File: src/rtl/pipe_id_operand.sv
// ID-stage operand supply: register file with write-through bypass, EX/MEM forwarding
// selection, load-use stall detection and a saturating stall-cycle counter.
module pipe_id_operand #(
    parameter int unsigned CNT_W = 32
) (
    input  logic             clock,
    input  logic             resetn,
    input  logic [4:0]       rs,
    input  logic [4:0]       rt,
    input  logic             urs,
    input  logic             urt,
    input  logic [4:0]       ern,
    input  logic             ewreg,
    input  logic             em2reg,
    input  logic [31:0]      ealu,
    input  logic [4:0]       mrn,
    input  logic             mwreg,
    input  logic             mm2reg,
    input  logic [31:0]      malu,
    input  logic [31:0]      mmo,
    input  logic [4:0]       wrn,
    input  logic             wwreg,
    input  logic [31:0]      wdi,
    output logic [31:0]      da,
    output logic [31:0]      db,
    output logic [1:0]       fwda,
    output logic [1:0]       fwdb,
    output logic             stall,
    output logic [CNT_W-1:0] stall_cnt
);

    localparam logic [1:0] FwdRf   = 2'd0;
    localparam logic [1:0] FwdEx   = 2'd1;
    localparam logic [1:0] FwdMAlu = 2'd2;
    localparam logic [1:0] FwdMMo  = 2'd3;

    // Entry 0 is cleared on reset and never written, so it stays zero.
    logic [31:0] regs_q [32];

    logic [31:0]      rf_a, rf_b;
    logic             ex_hit_a, ex_hit_b;
    logic             mem_hit_a, mem_hit_b;
    logic             ex_load;
    logic [CNT_W-1:0] stall_cnt_q, stall_cnt_d;

    always_ff @(posedge clock) begin
        if (!resetn) begin
            for (int i = 0; i < 32; i++) begin
                regs_q[i] <= '0;
            end
        end else if (wwreg && (wrn != 5'd0)) begin
            regs_q[wrn] <= wdi;
        end
    end

    // Write-through bypass lets WB and ID share a cycle without a stall.
    always_comb begin
        rf_a = '0;
        rf_b = '0;
        if (rs != 5'd0) begin
            rf_a = (wwreg && (wrn == rs)) ? wdi : regs_q[rs];
        end
        if (rt != 5'd0) begin
            rf_b = (wwreg && (wrn == rt)) ? wdi : regs_q[rt];
        end
    end

    // A load in EX has no data yet, so it never forwards from EX.
    assign ex_hit_a  = ewreg && !em2reg && (ern != 5'd0) && (ern == rs);
    assign ex_hit_b  = ewreg && !em2reg && (ern != 5'd0) && (ern == rt);
    assign mem_hit_a = mwreg && (mrn != 5'd0) && (mrn == rs);
    assign mem_hit_b = mwreg && (mrn != 5'd0) && (mrn == rt);

    always_comb begin
        fwda = FwdRf;
        if (ex_hit_a) begin
            fwda = FwdEx;
        end else if (mem_hit_a) begin
            fwda = mm2reg ? FwdMMo : FwdMAlu;
        end

        fwdb = FwdRf;
        if (ex_hit_b) begin
            fwdb = FwdEx;
        end else if (mem_hit_b) begin
            fwdb = mm2reg ? FwdMMo : FwdMAlu;
        end
    end

    always_comb begin
        unique case (fwda)
            FwdEx:   da = ealu;
            FwdMAlu: da = malu;
            FwdMMo:  da = mmo;
            default: da = rf_a;
        endcase
        unique case (fwdb)
            FwdEx:   db = ealu;
            FwdMAlu: db = malu;
            FwdMMo:  db = mmo;
            default: db = rf_b;
        endcase
    end

    assign ex_load = ewreg && em2reg && (ern != 5'd0);
    assign stall   = ex_load && ((urs && (ern == rs)) || (urt && (ern == rt)));

    always_comb begin
        stall_cnt_d = stall_cnt_q;
        if (stall && (stall_cnt_q != '1)) begin
            stall_cnt_d = stall_cnt_q + CNT_W'(1);
        end
    end

    always_ff @(posedge clock) begin
        if (!resetn) begin
            stall_cnt_q <= '0;
        end else begin
            stall_cnt_q <= stall_cnt_d;
        end
    end

    assign stall_cnt = stall_cnt_q;

endmodule

File: config.mk
export PLATFORM = sky130hd
export DESIGN_NAME = pipe_id_operand
export DESIGN_NICKNAME = d
export VERILOG_FILES = /design/src/rtl/pipe_id_operand.sv
export SDC_FILE = /design/constraint.sdc
export NUM_CORES = 2
export LEC_CHECK = 0
export CELL_PAD_IN_SITES_DETAIL_PLACEMENT = 1
export CELL_PAD_IN_SITES_GLOBAL_PLACEMENT = 2
export CORE_MARGIN = 1
export CORE_UTILIZATION = 45
export DETAILED_ROUTE_END_ITERATION = 8
export GPL_ROUTABILITY_DRIVEN = 0
export GPL_TIMING_DRIVEN = 0
export HOLD_SLACK_MARGIN = 0.05
export PLACE_DENSITY = 0.83
export SLEW_MARGIN = 25
export SYNTH_ARGS = -nofsm -noshare
export SYNTH_HDL_FRONTEND = slang
export SYNTH_SLANG_ARGS = --single-unit
File: constraint.sdc
create_clock -name clock -period 5.65 [get_ports clock]
set_input_delay 1.13 -clock clock [delete_from_list [all_inputs] [get_ports clock]]
set_output_delay 1.13 -clock clock [all_outputs]
set_load 0.01 [all_outputs]
==> results.py <==
metrics = {
    "run_status": {
        "run_status": "finished, violations left",
        "violations": "negative setup slack",
    },
    "power": {
        "worst_ir_drop_vdd_mv": 0.245,
        "cellLeakagePower_nw": 23.9,
        "power-per-cell-area_mw_per_mm2": 294,
    },
    "critical_path": {
        "critical_path_required_ns": 4.52,
        "timing.critical_path.from_type": "primary input",
        "crit_path_top_delay_cell": "sky130_fd_sc_hd__clkdlybuf4s50_1",
        "crit_path_cell_trace": "clkdlybuf4s50_1 -> buf_4 -> buf_6 -> mux4_2 -> mux2i_1 -> nand3b_1 -> nand4_1 -> a21oi_2 -> o22a_1 -> clkdlybuf4s50_1",
        "crit_top_cell": "sky130_fd_sc_hd__clkdlybuf4s50_1",
        "crit_path_max_fo": 10,
        "worstPathArrival_ns": 4.61,
        "setup.worst_path.end_class": "primary output",
        "worstSetupPathType": "in2out",
        "crit_path_max_incr_delay_ns": 0.57,
    },
    "clocking": {
        "clock-sinks": 1056,
        "clock_pin_transition_on_the_worst_setup_and_hold_timing_paths_ns": 0.07,
        "cts_inserted_buffers": 115,
        "cts_root_buf": "sky130_fd_sc_hd__clkbuf_16",
        "clk_latency_ns": 0.75,
        "tritoncts": "built",
        "cts_htree_levels": 3,
        "clk_path_buf_depth": 3,
    },
    "global_routing": {
        "global_route_total_usage_across_every_layer_pct": 40.2,
        "first_global_vias": 42600,
        "grt_start_max_net_pins": 22,
        "grt_overflow": 0,
        "antenna_found_initial": 27,
        "grt_pass1_wl_um": 355000,
    },
    "detailed_routing": {
        "detailroute.via_count": 43100,
        "met3_wirelength_um": 41700,
        "drt_wl_total_um": 265000,
        "m1WireLength_um": 90100,
        "drt_first_iter_violations": 7784,
        "drc": 0,
        "final_antenna_net_count": 0,
        "number_of_iterations_in_the_first_detailed_routing_pass": 8,
        "met2RoutedLength_um": 113000,
        "routed_via_density": 7.02,
        "dr.max_layer_used": "met5",
        "avgRoutedWirePerCell_um": 43.1,
    },
    "hold_path": {
        "hold_class": "reg2reg",
    },
    "final_layout": {
        "nets_finish": 4532,
        "syn2layout_area_growth_pct": 20.2,
        "register_area_sq_mm": 0.0314,
        "drive_gt1_share_pct": 26.5,
        "multi_input_logic_area_sq_mm": 0.0261,
        "finalInstanceArea_sq_mm": 0.0699,
        "fillerInstances": 11900,
    },
    "logic_synthesis": {
        "netlist_area_before_placement_sq_mm": 0.0582,
        "synth_ff_type": "sky130_fd_sc_hd__edfxtp_1",
        "synthesis.instances": 3899,
        "postSynth.asyncResetShare_pct": 0,
        "synthesis.area_per_instance_sq_um": 14.9,
        "netlist-cell-type-count": 62,
        "ys_seq_elements": 1056,
        "ys.warnings.count": 0,
        "number_of_synthesized_flops_with_an_enable_pin": 1024,
        "synth.yosys.seq_area_share_pct": 53.9,
    },
    "die": {
        "row_count": 131,
        "ios": 263,
        "die_width_um": 362,
        "initial_core_util_pct": 45.5,
        "die_y_um": 362,
        "die_area_sq_mm": 0.131,
        "core_area_sq_mm": 0.128,
    },
    "timing": {
        "max_slew_margin_pct": 19.2,
        "final_cycle_share_pct": 102,
        "clock.fmax_mhz": 174,
        "timing.setup.tns_ns": -0.432,
        "final_hold_viol_count": 0,
        "timing.final.ws_setup_ns": -0.0874,
        "setup_viol": 15,
        "finalWorstPathRequiredPeriod_ns": 5.74,
        "worst_clock_skew_ns": 0.0132,
        "tightest_slew_ns": 1.21,
        "slew_violations": 0,
    },
    "place": {
        "port_buffers": 248,
        "post_place_cell_area_sq_mm": 0.0649,
        "hpwl_um": 201000,
    },
    "run": {
        "number_of_maximum_capacitance_constraint_violations": 0,
    },
}
-- cells by family after synthesis --
| family | count (synthesis) | synth area share [%] |
|---|---|---|
| other cells | 1 | 0.00644 |
| mux | 754 | 25.3 |
| xor+xnor | 30 | 0.452 |
| simple gates | 1278 | 13.1 |
| compound gates | 340 | 4.10 |
| buf+inv | 439 | 3.03 |
| flops | 1056 | 53.9 |
| fa+ha+maj | 1 | 0.0215 |
-- where the power goes --
part	internal, mW	switching (mW)
registers	9.00	0.236
clock network	4.41	3.39
logic	1.43	2.07
-- layer usage --
metal | global-route usage [%] | vias up
met5 | 1.33 | -
met4 | 24.0 | 22
met3 | 16.8 | 835
met2 | 58.5 | 3763
met1 | 49.9 | 22300
li1 | - | 16100
-- cells in the final DEF, fill, tap and decap left out, types with 37 or more instances in the layout --
cell / Yosys / final
sky130_fd_sc_hd__nor2_1: 109 / 107
sky130_fd_sc_hd__clkbuf_16: 0 / 119
sky130_fd_sc_hd__and2_1: 966 / 966
sky130_fd_sc_hd__a21oi_1: 69 / 68
sky130_fd_sc_hd__clkbuf_1: 351 / 250
sky130_fd_sc_hd__nor3_1: 39 / 38
sky130_fd_sc_hd__edfxtp_1: 1024 / 1024
sky130_fd_sc_hd__clkdlybuf4s50_1: 0 / 223
sky130_fd_sc_hd__o22ai_1: 55 / 37
sky130_fd_sc_hd__mux2i_1: 135 / 122
sky130_fd_sc_hd__clkbuf_2: 0 / 57
sky130_fd_sc_hd__mux2_2: 49 / 49
sky130_fd_sc_hd__buf_16: 0 / 48
sky130_fd_sc_hd__mux4_2: 570 / 570
-- sequential cells by signal, summed over array words and instances, names as in the netlist --
register / cells
stall_cnt: 32
regs_q: 1024
-- metrics by stage --
step	util [%]	cells	power (mW)	setup slack, ns	hold slack (ns)
2_1_floorplan	-	3930	10.9	0.555	0.506
3_3_place_gp	49.2	5840	12.4	-3.19	0.484
3_5_place_dp	50.8	5910	12.6	-1.57	0.500
4_1_cts	54.5	6126	20.3	-0.0681	0.508
5_1_grt	54.7	6126	20.7	-0.00792	0.541
6_report	54.7	6134	20.5	-0.0874	0.513
-- critical path: cells and delay by family --
kind / cells / cell delay [ns]
simple gates: 2 / 0.53
compound gates: 2 / 0.34
buf+inv: 4 / 1.60
mux: 2 / 0.97
-- final cells by class --
cell class	count	share of cell area, %
sequential	1056	44.9
multi-input combinational	2435	37.3
timing repair buffer	326	5.96
clock buffer	135	4.34
buffer	427	3.38
tap	1662	2.97
clock inverter	77	1.05
inverter	8	0.0429
antenna	8	0.0286
-- final timing paths --
check                                          startpoint                         end  slack (ns)  cells after the start
worst min-delay path            stall_cnt[8]$_SDFFE_PN0P_   stall_cnt[8]$_SDFFE_PN0P_        0.51                      2
worst min register to register  stall_cnt[8]$_SDFFE_PN0P_   stall_cnt[8]$_SDFFE_PN0P_        0.51                      2
worst max-delay path                                rt[1]                      db[24]       -0.09                     10
worst max register to register  stall_cnt[0]$_SDFFE_PN0P_  stall_cnt[11]$_SDFFE_PN0P_        2.48                      9
-- synth_stat cells (all sizes together) (8+ instances only) --
library cell / instances / area share (%)
nor2b: 11 / 0.12
nand3: 23 / 0.20
clkbuf: 351 / 2.3
and2: 966 / 10
a21o: 9 / 0.12
buf: 80 / 0.71
xnor2: 17 / 0.26
o21ai: 81 / 0.72
nand2: 29 / 0.19
nor2: 109 / 0.70
inv: 8 / 0.052
mux4: 570 / 22
mux2: 49 / 0.95
dfxtp: 32 / 1.1
a211oi: 24 / 0.31
mux2i: 135 / 2.3
a21oi: 69 / 0.59
a221oi: 24 / 0.36
nor4: 22 / 0.24
edfxtp: 1024 / 53
nor3: 39 / 0.34
nand4: 17 / 0.18
a211o: 9 / 0.14
a21bo: 16 / 0.28
a222oi: 8 / 0.14
xor2: 13 / 0.20
or4: 10 / 0.14
or3: 21 / 0.23
o22ai: 55 / 0.59
o32ai: 17 / 0.45
o221ai: 16 / 0.24
-- repair_timing --
item / in CTS / in global routing
setup endpoints to repair: 68 / 50
endpoints found under the hold margin: 0 / 0
hold buffers: 0 / 0
gates resized for setup: 271 / 73
pin swaps: 7 / 5
buffers inserted: 7 / 1
Power figures use the tool's default switching activity.
